===== src/rtl/pcileech_tlp_dw_pkg.sv =====
// Shared types and keep-decode helpers for the 128-bit to 32-bit TLP DW unpacker.
package pcileech_tlp_dw_pkg;

    localparam int unsigned DW_W    = 32;
    localparam int unsigned BEAT_DW = 4;
    localparam int unsigned BEAT_W  = DW_W * BEAT_DW;
    localparam int unsigned NDW_W   = 3;
    localparam int unsigned IDX_W   = 2;

    localparam logic [BEAT_DW-1:0] KEEP_1DW = 4'b0001;
    localparam logic [BEAT_DW-1:0] KEEP_2DW = 4'b0011;
    localparam logic [BEAT_DW-1:0] KEEP_3DW = 4'b0111;
    localparam logic [BEAT_DW-1:0] KEEP_4DW = 4'b1111;

    typedef enum logic {
        ST_EMPTY = 1'b0,
        ST_HOLD  = 1'b1
    } state_e;

    typedef struct packed {
        logic [BEAT_W-1:0] data;
        logic [NDW_W-1:0]  ndw;
        logic              first;
        logic              last;
    } hold_t;

    // DW count covered by a keep mask: highest set bit + 1, or 0 for an empty mask.
    function automatic logic [NDW_W-1:0] keep2ndw(input logic [BEAT_DW-1:0] keep);
        logic [NDW_W-1:0] n;
        n = 3'd0;
        if (keep[3])      n = 3'd4;
        else if (keep[2]) n = 3'd3;
        else if (keep[1]) n = 3'd2;
        else if (keep[0]) n = 3'd1;
        return n;
    endfunction

    // Non-last beats must be full; a last beat may be any contiguous low-aligned mask.
    function automatic logic keep_legal(input logic [BEAT_DW-1:0] keep, input logic last);
        logic ok;
        if (last) begin
            ok = (keep == KEEP_1DW) || (keep == KEEP_2DW) ||
                 (keep == KEEP_3DW) || (keep == KEEP_4DW);
        end else begin
            ok = (keep == KEEP_4DW);
        end
        return ok;
    endfunction

endpackage


===== src/rtl/pcileech_tlps128_dw_unpack.sv =====
// Splits 128-bit TLP beats into a 32-bit DW stream with first/last markers,
// backpressure, keep/sequence error flags and a completed-packet counter.
module pcileech_tlps128_dw_unpack
    import pcileech_tlp_dw_pkg::*;
#(
    parameter int unsigned CNT_W = 16
) (
    input  logic              clk_pcie,
    input  logic              rst_n,
    input  logic [127:0]      s_tdata,
    input  logic [3:0]        s_tkeepdw,
    input  logic              s_tfirst,
    input  logic              s_tlast,
    input  logic              s_tvalid,
    output logic              s_tready,
    output logic [31:0]       m_data,
    output logic              m_first,
    output logic              m_last,
    output logic              m_valid,
    input  logic              m_ready,
    output logic [CNT_W-1:0]  pkt_count,
    output logic              err_keep,
    output logic              err_seq
);

    state_e             state_q, state_d;
    hold_t              hold_q, hold_d;
    logic [IDX_W-1:0]   idx_q, idx_d;
    logic               in_pkt_q, in_pkt_d;
    logic [CNT_W-1:0]   pkt_count_q, pkt_count_d;
    logic               err_keep_q, err_keep_d;
    logic               err_seq_q, err_seq_d;

    logic               hold_c;
    logic               last_dw_c;
    logic               beat_acc_c;
    logic               beat_use_c;
    logic [NDW_W-1:0]   beat_ndw_c;
    logic [DW_W-1:0]    dw_sel_c;

    // Handshake qualifiers; the reload slot opens only on the final DW handshake.
    always_comb begin
        hold_c     = (state_q == ST_HOLD);
        last_dw_c  = hold_c && ({1'b0, idx_q} == (hold_q.ndw - 3'd1));
        s_tready   = rst_n && ((state_q == ST_EMPTY) || (last_dw_c && m_ready));
        beat_acc_c = s_tvalid && s_tready;
        beat_ndw_c = keep2ndw(s_tkeepdw);
        beat_use_c = beat_acc_c && (beat_ndw_c != 3'd0);
    end

    always_comb begin
        dw_sel_c = hold_q.data[0 +: DW_W];
        case (idx_q)
            2'd1:    dw_sel_c = hold_q.data[DW_W*1 +: DW_W];
            2'd2:    dw_sel_c = hold_q.data[DW_W*2 +: DW_W];
            2'd3:    dw_sel_c = hold_q.data[DW_W*3 +: DW_W];
            default: dw_sel_c = hold_q.data[0 +: DW_W];
        endcase
    end

    assign m_valid   = hold_c;
    assign m_data    = hold_c ? dw_sel_c : 32'd0;
    assign m_first   = hold_c && hold_q.first && (idx_q == 2'd0);
    assign m_last    = last_dw_c && hold_q.last;
    assign pkt_count = pkt_count_q;
    assign err_keep  = err_keep_q;
    assign err_seq   = err_seq_q;

    // Next-state: FSM, holding register, packet tracking and counters.
    always_comb begin
        state_d     = state_q;
        hold_d      = hold_q;
        idx_d       = idx_q;
        in_pkt_d    = in_pkt_q;
        pkt_count_d = pkt_count_q;
        err_keep_d  = err_keep_q;
        err_seq_d   = err_seq_q;

        case (state_q)
            ST_EMPTY: begin
                if (beat_use_c) begin
                    hold_d  = '{data: s_tdata, ndw: beat_ndw_c, first: s_tfirst, last: s_tlast};
                    idx_d   = 2'd0;
                    state_d = ST_HOLD;
                end
            end
            ST_HOLD: begin
                if (m_ready) begin
                    if (!last_dw_c) begin
                        idx_d = idx_q + 2'd1;
                    end else if (beat_use_c) begin
                        hold_d = '{data: s_tdata, ndw: beat_ndw_c, first: s_tfirst, last: s_tlast};
                        idx_d  = 2'd0;
                    end else begin
                        idx_d   = 2'd0;
                        state_d = ST_EMPTY;
                    end
                end
            end
            default: begin
                idx_d   = 2'd0;
                state_d = ST_EMPTY;
            end
        endcase

        if (beat_acc_c && !keep_legal(s_tkeepdw, s_tlast)) begin
            err_keep_d = 1'b1;
        end

        // Empty-keep beats are dropped without touching packet framing.
        if (beat_use_c) begin
            if (s_tfirst == in_pkt_q) begin
                err_seq_d = 1'b1;
            end
            if (s_tlast) begin
                in_pkt_d = 1'b0;
            end else if (s_tfirst) begin
                in_pkt_d = 1'b1;
            end
        end

        if (m_valid && m_ready && m_last) begin
            pkt_count_d = pkt_count_q + CNT_W'(1);
        end
    end

    always_ff @(posedge clk_pcie or negedge rst_n) begin
        if (!rst_n) begin
            state_q     <= ST_EMPTY;
            hold_q      <= '0;
            idx_q       <= '0;
            in_pkt_q    <= 1'b0;
            pkt_count_q <= '0;
            err_keep_q  <= 1'b0;
            err_seq_q   <= 1'b0;
        end else begin
            state_q     <= state_d;
            hold_q      <= hold_d;
            idx_q       <= idx_d;
            in_pkt_q    <= in_pkt_d;
            pkt_count_q <= pkt_count_d;
            err_keep_q  <= err_keep_d;
            err_seq_q   <= err_seq_d;
        end
    end

endmodule


===== config.mk =====
export PLATFORM = sky130hd
export DESIGN_NAME = pcileech_tlps128_dw_unpack
export DESIGN_NICKNAME = d
export VERILOG_FILES = /design/src/rtl/pcileech_tlp_dw_pkg.sv /design/src/rtl/pcileech_tlps128_dw_unpack.sv
export SDC_FILE = /design/constraint.sdc
export NUM_CORES = 1
export LEC_CHECK = 0
export ABC_AREA = 1
export CORE_UTILIZATION = 30
export CTS_BUF_LIST = sky130_fd_sc_hd__clkbuf_16
export CTS_CLUSTER_SIZE = 20
export DETAILED_ROUTE_END_ITERATION = 7
export GPL_TIMING_DRIVEN = 0
export SYNTH_ARGS = -nofsm -noshare
export SYNTH_HDL_FRONTEND = slang
export SYNTH_SLANG_ARGS = --single-unit

===== constraint.sdc =====
create_clock -name clk_pcie -period 2.98 [get_ports clk_pcie]
set_clock_uncertainty 0.05 [all_clocks]
set_input_delay 0.894 -clock clk_pcie [delete_from_list [all_inputs] [get_ports clk_pcie]]
set_output_delay 0.894 -clock clk_pcie [all_outputs]
set_load 0.005 [all_outputs]

==> impl_results.md, run 1 <==
- H-tree depth: 4
- Yosys Warn Count: 0
- Worst setup SP type: flip-flop
- Gr usage total: 0.192
- Status: completed
- Min-delay worst type: in -> async
- Die W: ~160 um
- Final Hold Viols: 0
- Initial antenna violation count: 1
- F_max: 0.341 GHz
- First-pass GRT wire length: approximately 36,000 um
- Placed Cells: roughly 1,400
- Vias in the first global route: roughly 6,500
- Unrepaired setup endpoints after global routing: yes
- Fin crit period: between 2 and 3 ns
- Clock Sinks: 155
- CTS tree: done
- Leakage Power: roughly 5 nW
- Hold WS: ~0.33 ns
- Core ar.: roughly 24,000 um2
- PwrDens: approximately 970 nW/um2
- Clock latency on the worst-skew pair: roughly 0.42 ns
- Total die area: between 20,000 and 25,000 um2
- Critical Path RT: just over 2 ns
- Mean routed wirelength per cell: between 15 and 20 um
- PortBufs: around 190
- Initial Util: 0.307
- DRC: 0
- Utilization after layout: 0.445
- Headroom to the max-slew limit: 0.567
- Final-report max-slew violation count: 0
- DP HPWL: around 16,000 um
- Synthesis-to-finish area growth: 45.0%
- Nets: ~1,300
- Final period util: 0.984
- DR vias: around 6,700
- Final setup vio count: 0
- Total CTS buffers: 17
- Non-filler cells, final: between 1,000 and 1,500
- Ports: approximately 190
- Reg clk slew, reported paths: around 0.07 ns
- Drt pass-1 iters: 5
- Internal Power: ~0.0063 W
- CTS root buffer: clkbuf_16
- Comb pwr share: 0.437
- Antenna diode count: 0
- Sw Ratio: 0.381
- Net Switching: about 0.0039 W
- Crit-path most repeated cell: inv_4
- Mapped Nets: about 1,100
- Hold-fix buffers, CTS: 0
- Layout cell share with drive strength beyond 1: 0.103
- Post-synthesis instance total: 915
- Site Rows: 56
- Least-Margin Pin Slew: 0.649 ns
- Post-synthesis sequential area ratio: 0.537
- Power Total: about 0.01 W
- Synthesized flop and latch total: roughly 160
- Critical path type: reg -> out
- Crit path arrival time: 1.99 ns
- Pin count of the biggest net entering global routing: 100
- Antenna-violating nets left: 0
- Clock Power Share: 0.206
- DRT Wirelength: between 20,000 and 25,000 um
- Crit-path max FO: 10
- Slowest Stage Delay on Critical Path: 0.43 ns
- Die height: approximately 160 um
- Placer congestion estimate: around 0.85
- Max_cap viols: 0
- Vias per inst: approximately 4.6
- Critical path's slowest cell: dfrtp_2
- Yosys cell types: 28
- Worst-path cell chain: inv_4, ha_4, inv_4, clkbuf_4, o21ai_0, a31oi_1, dlygate4sd2_1
- Gr ovfl total: 0
- Iter 0 DRT Violations: between 300 and 400
- Commonest cells after routing, fill and taps aside: 502 x nand2_1, 155 x clkdlybuf4s50_1, 154 x dfrtp_1
- Delay-heaviest family, CP: buffers and inverters
- Most common cell after layout, fill and taps aside: nand2_1
- Worst VDD drop: around 400 uV
- Worst path bufs/invs: 4
- Synth Cell Area: 7220 um2
- Longest Clk Path Bufs: 2
- CP endpoint kind: primary output
- Syn_area_per_cell: 7.90 um2
- Flop pwr share: 0.356
==> per-stage QoR <==
| stage | cell area (um2) | worst slack, ns | TNS (ns) |
|---|---|---|---|
| final | 10500 | 0.0476 | 0 |
| after global routing | 10500 | -0.0438 | -0.168 |
| after CTS | 10400 | -0.00286 | -0.00286 |
| after detailed placement | 9570 | -0.559 | -20.24 |
| after global placement | 9540 | -6.38 | -1749.56 |
| after floorplan | 7220 | 0.663 | 0 |
==> routing by layer <==
layer / vias up / GRT usage / share of wire
met5: - / 0 / 0
met4: 0 / 0.0416 / 0.0099
met3: 11 / 0.0432 / 0.050
met2: 167 / 0.309 / 0.47
met1: 3190 / 0.264 / 0.47
li1: 3331 / - / -
==> synthesized netlist by cell type (all sizes together) <==
cell type / count / share of area
xor2: 7 / 0.0085
inv: 28 / 0.015
nand4: 6 / 0.0052
ha: 7 / 0.012
a31oi: 32 / 0.028
and3: 1 / 0.00087
dfrtp: 155 / 0.54
buf: 19 / 0.021
nand3: 15 / 0.011
clkbuf: 31 / 0.016
nand2: 504 / 0.26
nor2: 13 / 0.0078
o21ai: 45 / 0.031
and2: 1 / 0.00087
xnor2: 9 / 0.011
nor3: 5 / 0.0050
a21oi: 32 / 0.022
o21bai: 1 / 0.0010
nand3b: 2 / 0.0021
nor4: 2 / 0.0017
==> worst register-to-register path, cell delays in order, from the launching register on <==
cell,delay [ns]
dfrtp_1,0.38
inv_2,0.07
ha_4,0.15
xnor2_1,0.24
nand3_2,0.13
nand2_2,0.11
nand3_4,0.10
nor3_4,0.39
clkbuf_1,0.56
nand2_1,0.11
nand2_1,0.10
==> flip-flops by register name (all words and copies together), names as in the netlist <==
signal,count
err_keep,1
in_pkt_q,1
idx_q,2
err_seq,1
m_valid,1
pkt_count,16
hold_q,133
==> power groups by stage <==
stage                     Sequential (W)  Combinational (W)  Clock [W]
after global routing             0.00375            0.00498    0.00224
after global placement           0.00361            0.00417          0
after detailed placement         0.00362            0.00422          0
final                            0.00363            0.00446    0.00211
after CTS                        0.00360            0.00434    0.00216
after floorplan                  0.00349            0.00223          0
==> final cells by class <==
class	instances	area [um2]
inverters	28	110
multi-input cells	682	3140
fillers	2368	13100
repair buffers	200	1960
well taps	319	399
clock buffers	17	425
plain buffers	49	432
clock inverters	15	135
flip-flops and latches	155	3880
==> final timing paths <==
check	from	endpoint	slack, ns	cells after the start
max in group asynchronous	rst_n	hold_q[25]	1.67	2
hold reg to reg	err_keep	err_keep	0.41	2
setup / recovery	idx_q[0]	m_data[9]	0.05	7
hold / removal	rst_n	pkt_count[6]	0.33	1
setup reg to reg	hold_q[2]	hold_q[113]	0.54	10
min in group clk_pcie	err_keep	err_keep	0.41	2
==> kinds of logic (layout without fill, tap and decap cells) <==
logic type               count (synthesis)  count (layout)  share of synthesized area
XOR/XNOR                                16              16                     0.0194
flip-flops                             155             155                      0.537
buffers and inverters                   78             309                     0.0520
AO/OA/AOI/OAI                          110             110                     0.0821
adder cells (fa/ha/maj)                  7               7                     0.0121
AND/OR/NAND/NOR                        549             549                      0.298
==> timing repair <==
item / CTS / global route
pin swaps: 4 / 6
endpoints found under the setup margin: 34 / 29
buffers inserted: 7 / 1
hold endpoints to repair: 0 / 0
resized for setup: 108 / 39
cloned: 0 / 0
Power figures use the tool's default switching activity.
==> run 2: changes to the inputs <==
--- a/config.mk
+++ b/config.mk
@@ -14,3 +14,4 @@
 export SYNTH_ARGS = -nofsm -noshare
 export SYNTH_HDL_FRONTEND = slang
 export SYNTH_SLANG_ARGS = --single-unit
+export TNS_END_PERCENT = 10
==> run 2 against run 1 <==
Effect of this change:
- maximum frequency is 0.54% higher
- die area stayed put
- largest power group unchanged
- routed wire length is 0.64% lower
- total power is 2.8% lower
- first-iteration DRC count is 4.0% lower
- sequential cell count stayed put
==> impl_results.md, run 2 (synthesis gave the netlist of run 1 again) <==
- Nets: between 1,000 and 1,500
- Clock Sinks: around 160
- Hold-fix buffers, CTS: 0
- Gr ovfl total: 0
- Most common cell after layout, fill and taps aside: nand2_1
- Busiest grt layer: met2
- Leakage Power: just over 5 nW
- Pin count of the biggest net entering global routing: 100
- Met3 usage: 0.0432
- Final period util: 0.979
- Vias per inst: 4.60
- Worst VDD drop: ~380 uV
- Reg-to-reg setup timing slack: just over 0.5 ns
- Slowest Stage Delay on Critical Path: roughly 0.41 ns
- Clock latency on the worst-skew pair: 0.42 ns
- WP depth: 7
- Reg with most FFs: hold_q
- Placed Cells: approximately 1,400
- Placed Area: about 9600 um2
- Final-report max-slew violation count: 0
- Synthesis-to-finish area growth: 42.7%
- Crit path arrival time: between 1.5 and 2 ns
- Antenna diode count: 0
- Flip-flop and latch area: around 3900 um2
- First-pass GRT wire length: between 30,000 and 40,000 um
- Total die area: approximately 25,000 um2
- Met2 usage: 0.308
- Commonest cells after routing, fill and taps aside: 502 x nand2_1, 155 x clkdlybuf4s50_1, 154 x dfrtp_1
- Pre-CTS WS: -0.559 ns
- F_max: approximately 0.34 GHz
- DRC: 0
- CTS tree: done
- Drt pass-1 iters: 6
- PwrDens: roughly 960 nW/um2
- Layout fillers: between 2,000 and 2,500
- Utilization after layout: 0.438
- Final setup vio count: 0
- Worst setup SP type: flip-flop
- Mean routed wirelength per cell: approximately 16 um
- GRT met1 Usage: 0.262
- Reg clk slew, reported paths: 0.07 ns
- DRT Wirelength: about 23,000 um
- Critical path's slowest cell: dfrtp_1
- Iter 0 DRT Violations: 340
- Final Hold Viols: 0
- Headroom to the max-slew limit: 0.574
- Longest Clk Path Bufs: 2
- Least-Margin Pin Slew: about 0.64 ns
- PortBufs: 191
- Total CTS buffers: 17
- Fin crit period: approximately 2.9 ns
- Gr usage total: 0.191
- Site Rows: 56
- Critical Path RT: between 2 and 2.5 ns
- Placer congestion estimate: about 0.85
- Status: completed
- Worst-path cell chain: inv_2, ha_4, inv_4, clkbuf_8, o21ai_0, a31oi_1, dlygate4sd2_1
- Core ar.: ~24,000 um2
- Max reg flops: approximately 130
- Ports: roughly 190
- Vias in the first global route: about 6,500
- Die height: between 150 and 200 um
- R2R cell count: 12
- Multi-input gate area: a little over 3000 um2
- DR vias: ~6,700
- Unrepaired setup endpoints after global routing: yes
- Max_cap viols: 0
- CP endpoint kind: primary output
- CTS root buffer: clkbuf_16
- Worst path bufs/invs: 4
- Critical path type: reg -> out
- Layout cell share with drive strength beyond 1: 0.0858
- Fin area: approximately 10,000 um2
- H-tree depth: 4
- DP HPWL: 16,500 um
- Non-filler cells, final: approximately 1,500
- Die W: between 150 and 200 um
- Crit-path max FO: 10
- Antenna-violating nets left: 0
- Min-delay worst type: in -> async
- Initial antenna violation count: 1
- Initial Util: 0.307
- Delay-heaviest family, CP: buffers and inverters
- Worst setup margin: ~0.063 ns
[run 2: cell type report]
class                           instances  share of cell area
Timing Repair Buffer                  196               0.187
Sequential cell                       155               0.376
Multi-Input combinational cell        682               0.294
Tap cell                              319              0.0387
Clock inverter                         15              0.0131
Buffer                                 49              0.0391
Clock buffer                           17              0.0413
Inverter                               28              0.0107
[run 2: worst register-to-register path, stage by stage (launching register included)]
cell      delay (ns)
dfrtp_1         0.37
inv_2           0.05
ha_1            0.30
inv_1           0.06
nand2_1         0.04
nand2_1         0.08
nand3_2         0.11
nand2_2         0.12
nand3_4         0.10
nor3_4          0.37
clkbuf_1        0.54
nand2_1         0.11
nand2_1         0.09
[run 2: metrics by stage]
stage | hold slack, ns | total power [W] | TNS [ns]
6_report | 0.332 | 0.00991 | 0
3_5_place_dp | 0.404 | 0.00785 | -20.24
4_1_cts | 0.341 | 0.0100 | -0.329
2_1_floorplan | 0.394 | 0.00572 | 0
3_3_place_gp | 0.401 | 0.00778 | -1749.56
5_1_grt | 0.352 | 0.0107 | -0.108
[run 2: what timing repair did]
| action | 4_1_cts | 5_1_grt |
|---|---|---|
| pin swaps | 1 | 2 |
| setup endpoints to repair | 34 | 25 |
| resized for setup | 102 | 24 |
| buffers inserted | 3 | 1 |
| hold endpoints to repair | 0 | 0 |
[run 2: power by group]
group / internal [W] / switching, W / leakage (nW)
registers: 0.00307 / 0.000539 / 1.95
logic: 0.00192 / 0.00227 / 2.80
clock network: 0.00117 / 0.000940 / 0.281
[run 2: final timing paths]
| path | endpoint | start |
|---|---|---|
| max in group asynchronous | hold_q[88] | rst_n |
| min in group clk_pcie | err_keep | err_keep |
| setup reg to reg | hold_q[113] | hold_q[2] |
| hold / removal | pkt_count[6] | rst_n |
| hold reg to reg | err_keep | err_keep |
| setup / recovery | m_data[12] | idx_q[1] |
[run 2: metal layers]
metal,vias up,routed length [um]
li1,3319,-
met1,3201,10700
met2,183,10700
met3,11,1260
met4,0,227
met5,-,0
